### src/rtl/apb_pkg.sv
// Shared definitions for the APB master controller and its helpers.
package apb_pkg;

    localparam int APB_ADDR_W = 2;
    localparam int APB_DATA_W = 8;
    localparam int WAIT_CNT_W = 8;

    typedef enum logic [1:0] {
        IDLE   = 2'b00,
        SETUP  = 2'b01,
        ACCESS = 2'b10
    } apb_state_t;

endpackage

### src/rtl/apb_wait_timer.sv
// Counts ACCESS cycles spent waiting for PREADY and flags the abort point.
module apb_wait_timer
    import apb_pkg::*;
(
    input  logic                  clk,
    input  logic                  rst_n,
    input  logic                  clear,
    input  logic                  count,
    input  logic [WAIT_CNT_W-1:0] limit,
    output logic                  expired
);

    logic [WAIT_CNT_W-1:0] wait_cnt;

    // Wait counter: cleared before each ACCESS phase, saturates rather than wraps.
    always_ff @(posedge clk) begin
        if (!rst_n) begin
            wait_cnt <= '0;
        end else if (clear) begin
            wait_cnt <= '0;
        end else if (count && (wait_cnt != {WAIT_CNT_W{1'b1}})) begin
            wait_cnt <= wait_cnt + 1'b1;
        end
    end

    // A zero limit disables the abort entirely.
    assign expired = (limit != '0) && (wait_cnt == (limit - 1'b1));

endmodule

### src/rtl/apb_master_ctrl.sv
// APB initiator: turns a valid/ready command into one SETUP/ACCESS transfer
// and reports completion, slave error or wait-state timeout as a response pulse.
module apb_master_ctrl
    import apb_pkg::*;
#(
    parameter int ADDR_W      = APB_ADDR_W,
    parameter int DATA_W      = APB_DATA_W,
    parameter int TIMEOUT_CYC = 16
) (
    input  logic              PCLK,
    input  logic              PRESETn,
    input  logic              cmd_valid,
    output logic              cmd_ready,
    input  logic              cmd_write,
    input  logic [ADDR_W-1:0] cmd_addr,
    input  logic [DATA_W-1:0] cmd_wdata,
    output logic              rsp_valid,
    output logic [DATA_W-1:0] rsp_rdata,
    output logic              rsp_err,
    output logic              PSEL,
    output logic              PENABLE,
    output logic              PWRITE,
    output logic [ADDR_W-1:0] PADDR,
    output logic [DATA_W-1:0] PWDATA,
    input  logic [DATA_W-1:0] PRDATA,
    input  logic              PREADY,
    input  logic              PSLVERR,
    output logic              busy
);

    apb_state_t state;
    logic       timer_expired;
    logic       timer_clear;
    logic       timer_count;

    // The counter restarts while in SETUP so it reads zero on the first ACCESS cycle.
    assign timer_clear = (state == SETUP);
    assign timer_count = (state == ACCESS) && !PREADY;

    apb_wait_timer u_wait_timer (
        .clk     (PCLK),
        .rst_n   (PRESETn),
        .clear   (timer_clear),
        .count   (timer_count),
        .limit   (WAIT_CNT_W'(TIMEOUT_CYC)),
        .expired (timer_expired)
    );

    // Transfer sequencer with every output registered alongside the state.
    always_ff @(posedge PCLK) begin
        if (!PRESETn) begin
            state     <= IDLE;
            cmd_ready <= 1'b0;
            busy      <= 1'b0;
            PSEL      <= 1'b0;
            PENABLE   <= 1'b0;
            PWRITE    <= 1'b0;
            PADDR     <= '0;
            PWDATA    <= '0;
            rsp_valid <= 1'b0;
            rsp_rdata <= '0;
            rsp_err   <= 1'b0;
        end else begin
            rsp_valid <= 1'b0;
            rsp_rdata <= '0;
            rsp_err   <= 1'b0;
            case (state)
                IDLE: begin
                    if (cmd_ready && cmd_valid) begin
                        state     <= SETUP;
                        cmd_ready <= 1'b0;
                        busy      <= 1'b1;
                        PSEL      <= 1'b1;
                        PENABLE   <= 1'b0;
                        PWRITE    <= cmd_write;
                        PADDR     <= cmd_addr;
                        PWDATA    <= cmd_write ? cmd_wdata : '0;
                    end else begin
                        cmd_ready <= 1'b1;
                        busy      <= 1'b0;
                    end
                end
                SETUP: begin
                    state   <= ACCESS;
                    PENABLE <= 1'b1;
                end
                ACCESS: begin
                    if (PREADY || timer_expired) begin
                        state     <= IDLE;
                        cmd_ready <= 1'b1;
                        busy      <= 1'b0;
                        PSEL      <= 1'b0;
                        PENABLE   <= 1'b0;
                        PWRITE    <= 1'b0;
                        PADDR     <= '0;
                        PWDATA    <= '0;
                        rsp_valid <= 1'b1;
                        if (PREADY) begin
                            rsp_rdata <= PWRITE ? '0 : PRDATA;
                            rsp_err   <= PSLVERR;
                        end else begin
                            rsp_rdata <= '0;
                            rsp_err   <= 1'b1;
                        end
                    end
                end
                default: begin
                    state     <= IDLE;
                    cmd_ready <= 1'b0;
                    busy      <= 1'b0;
                    PSEL      <= 1'b0;
                    PENABLE   <= 1'b0;
                    PWRITE    <= 1'b0;
                    PADDR     <= '0;
                    PWDATA    <= '0;
                end
            endcase
        end
    end

endmodule
### config.mk
export PLATFORM = sky130hd
export DESIGN_NAME = apb_master_ctrl
export DESIGN_NICKNAME = d
export VERILOG_FILES = /design/src/rtl/apb_pkg.sv /design/src/rtl/apb_wait_timer.sv /design/src/rtl/apb_master_ctrl.sv
export SDC_FILE = /design/constraint.sdc
export NUM_CORES = 1
export LEC_CHECK = 0
export ABC_CLOCK_PERIOD_IN_PS = 2780
export CORE_UTILIZATION = 45
export DETAILED_ROUTE_END_ITERATION = 10
export HOLD_SLACK_MARGIN = 0.1
export PLACE_DENSITY = 0.85
export SYNTH_ARGS = -nofsm -noshare
export SYNTH_HDL_FRONTEND = slang
export SYNTH_SLANG_ARGS = --single-unit
### constraint.sdc
create_clock -name PCLK -period 2.78 [get_ports PCLK]
set_input_delay 0.278 -clock PCLK [delete_from_list [all_inputs] [get_ports PCLK]]
set_output_delay 0.278 -clock PCLK [all_outputs]
set_load 0.01 [all_outputs]
==> key figures <==
Run status
  – Outcome: completed

Floorplanning
  – Die width: roughly 54 µm
  – # IOs: between 40 and 50
  – Die height: between 50 and 60 µm
  – Cell Rows: 18
  – Initial Util: between 40% and 50%
  – CORE AREA: 2520 µm²
  – Die area: around 2900 µm²

Cells and area
  – Layout cells sized above 1: under 10%
  – Area of the multi-input gates: 528 µm²
  – Synth-to-layout area growth: 46.0%
  – Post-route cell area: between 1500 and 2000 µm²
  – Fin nets: 190
  – # diodes: 0
  – Register area: 681 µm²
  – Fillers: between 150 and 200
  – Layout Cells excl Fill: between 150 and 200

Power
  – Pwr Density: 498 nW/µm²
  – Sequential share of power: about 57%
  – Net Sw Frac: between 20% and 30%
  – Clock power frac: between 30% and 40%
  – P_leak: a little over 0.7 nW
  – Worst vdd ir: between 400 and 500 µV
  – Sw power: roughly 0.00021 W
  – Internal power: around 0.00069 W
  – Combinational power share: a little under an eighth

Logic synthesis
  – Mapped Cells: about 110
  – Top cell type's share of synthesized area: between 50% and 60%
  – Async set-or-reset flop fraction in the synthesized netlist: 0%
  – Count of synthesis-stage warnings from yosys: 0
  – Synth unique cells: 35
  – Post-synth EDFFs: 0
  – Top post-synthesis cells by count: dfxtp_1, a22o_1, and2_1, nor2_1, nand2_1
  – Area leader, netlist: dfxtp_1
  – Sequential area share after synthesis: between 50% and 60%
  – Syn Nets: around 140
  – Most common cell in the netlist: dfxtp_1
  – Cell area after synthesis: approximately 1200 µm²
  – Synth area leaders: dfxtp_1, a22o_1, and2_1
  – #FFs+latches synth: 34
  – Synthesized area per cell: ~11 µm²
  – Most used DFF post-synth: dfxtp_1

STA
  – Final hold violations: 0
  – Max_slew headroom: 62.5%
  – Final max-slew violation count: 0
  – Setup TNS: 0 ns
  – Worst-Margin Slew: approximately 0.56 ns
  – Max Clk Rate: 597 MHz
  – Final period util: between 60% and 70%
  – Clk_skew: around 0.0052 ns
  – RSZ-0062 raised after global routing: no
  – Final setup violation count: 0
  – Fin worst setup slack: 1.10 ns
  – Minimum clock period: between 1.5 and 2 ns
  – Hold Slack: roughly 0.46 ns

Drt
  – Total Wirelength: about 2700 µm
  – 1st-pass router iterations: 4
  – DR WL/cell: 13.6 µm
  – Vias per cell: 5.18
  – DRT iter0 DRCs: 14
  – Routed Antenna Nets: 0
  – # DRC: 0
  – Total number of vias: between 1k and 1.5k

Clocking
  – Sink Count: 34
  – Clk slew on worst S/H paths: about 0.09 ns
  – CTS root buffer: clkbuf_4
  – Post-CTS Hold Fix Bufs: 0
  – H-Tree Level Count: 2
  – CTS buffer count: 5
  – Post-CTS resize count: 0
  – Clk Latency, worst-skew pair: roughly 0.33 ns
  – Post-CTS Setup Bufs: 0
  – Clock buffer depth: 2
  – CTS tree: built

Setup path
  – Cells along the critical path: ha_1, nand3_1, o21ai_2, a21boi_2, a22o_1
  – CP Capture Type: register
  – Top delay family on crit path: compound AO/OA/AOI/OAI gates
  – Max incr delay on CP: around 0.47 ns
  – FF-to-FF Start: u_wait_timer.wait_cnt[0]
  – Worst path arrival time: 1.96 ns
  – Worst setup endpoint: PADDR[1]
  – Critical path buffers and inverters: 0
  – Critical path depth: 5
  – Critical Path Fanout Max: 13
  – Required @ worst endpoint: 3.06 ns
  – Source of the critical timing path: u_wait_timer.wait_cnt[0]
  – CP Class: reg -> reg
  – Critical Path Source Type: register
  – Worst r2r dst: PADDR[1]
  – Flop-to-flop setup slack: approximately 1.1 ns
  – CP max-delay cell: a21boi_2
  – R2R cell count: 5

Global routing
  – First-pass GRT wire length: 4020 µm
  – Vias in the first global route: a little under 1k
  – Antenna violations before repair: 0
  – Total track usage: between 15 and 20%
  – Total grt overflow: 0
  – Largest net degree at the start of global routing: 14

Place
  – Port Buffers: 48
  – HPWL Detailed: about 2000 µm
  – DP Area: 1730 µm²
  – Pre-CTS WS: between 0.8 and 0.9 ns
  – Routability cong.: 0.809
  – Placed cells: between 150 and 200

Job
  – Maxcap violations: 0

Min path
  – Worst hold path type: reg -> reg
==> power groups by stage <==
| stage | registers, W | logic, W | clock network (W) |
|---|---|---|---|
| final | 0.000512 | 0.000104 | 0.000279 |
| after global routing | 0.000514 | 0.000111 | 0.000314 |
| after CTS | 0.000511 | 0.000105 | 0.000288 |
| after detailed placement | 0.000522 | 0.000104 | 0 |
| after global placement | 0.000522 | 0.000100 | 0 |
| after floorplan | 0.000528 | 0.0000333 | 0 |
==> sequential cells by signal, summed over array words and instances, names as in the netlist, 2 cells and up <==
signal	cells
PADDR	2
PWDATA	8
rsp_rdata	8
state	2
u_wait_timer.wait_cnt	8
==> routing by layer <==
layer | GRT usage [%] | share of wire, % | wire, µm | vias up
li1 | - | - | - | 510
met1 | 21.2 | 41 | 1080 | 463
met2 | 30.7 | 49 | 1320 | 38
met3 | 11.7 | 9.1 | 243 | 5
met4 | 9.83 | 1.0 | 28 | 0
met5 | 0 | 0 | 0 | -
==> tightest hold or removal path: cells and delay by family (launching register included) <==
| kind | cells | cell delay, ns |
|---|---|---|
| AO/OA/AOI/OAI | 1 | 0.05 |
| flip-flops | 1 | 0.32 |
| AND/OR/NAND/NOR | 1 | 0.05 |
==> cell type report <==
type,count,area share [%]
inverters,2,0.418
well taps,30,2.09
clock inverters,2,0.696
flip-flops and latches,34,37.9
clock buffers,6,2.85
multi-input cells,74,29.4
repair buffers,48,26.7
==> how the worst min path moves through the flow <==
| stage | slack (ns) | startpoint | cells past startpoint | endpoint |
|---|---|---|---|---|
| after floorplan | 0.37 | PREADY | 1 | rsp_err |
| after global routing | 0.48 | PRDATA[7] | 2 | rsp_rdata[7] |
| after CTS | 0.46 | busy | 2 | busy |
| after global placement | 0.44 | PSEL | 1 | PSEL |
| final | 0.46 | busy | 2 | busy |
| after detailed placement | 0.45 | busy | 2 | busy |
==> kinds of logic (layout without fill, tap and decap cells) <==
logic type	Yosys count	count (layout)	synth area share (%)
XOR/XNOR	4	4	2.85
flip-flops	34	34	55.3
AND/OR/NAND/NOR	39	39	19.7
AO/OA/AOI/OAI	29	29	18.5
buffers and inverters	4	58	1.83
multiplexers	1	1	0.813
adder cells (fa/ha/maj)	1	1	1.02
==> through the flow <==
step           utilization (%)  power (W)
2_1_floorplan                -   0.000561
3_3_place_gp              68.8   0.000622
3_5_place_dp              68.8   0.000626
4_1_cts                   71.3   0.000904
5_1_grt                   71.3   0.000939
6_report                  71.3   0.000895
==> layout by cell type (no fill, tap or decap), drive strengths merged <==
master,Yosys,final
nor2b,2,2
and2,9,9
o21bai,3,3
dfxtp,34,34
a21o,3,3
xor2,4,4
or3,1,1
nand4,1,1
a21boi,2,2
clkinvlp,0,1
a31oi,1,1
a21oi,2,2
a22o,10,10
nor2,6,6
o211ai,2,2
clkdlybuf4s50,0,48
nand2,5,5
nand3,2,2
o21ai,3,3
or4,2,2
nor3,1,1
o21a,2,2
or3b,2,2
and3b,2,2
inv,2,2
clkinv,0,1
clkbuf,1,6
and3,3,3
nor3b,2,2
mux2i,1,1
o31ai,1,1
ha,1,1
nand2b,1,1
No activity file was read; power rests on OpenSTA's default activity.
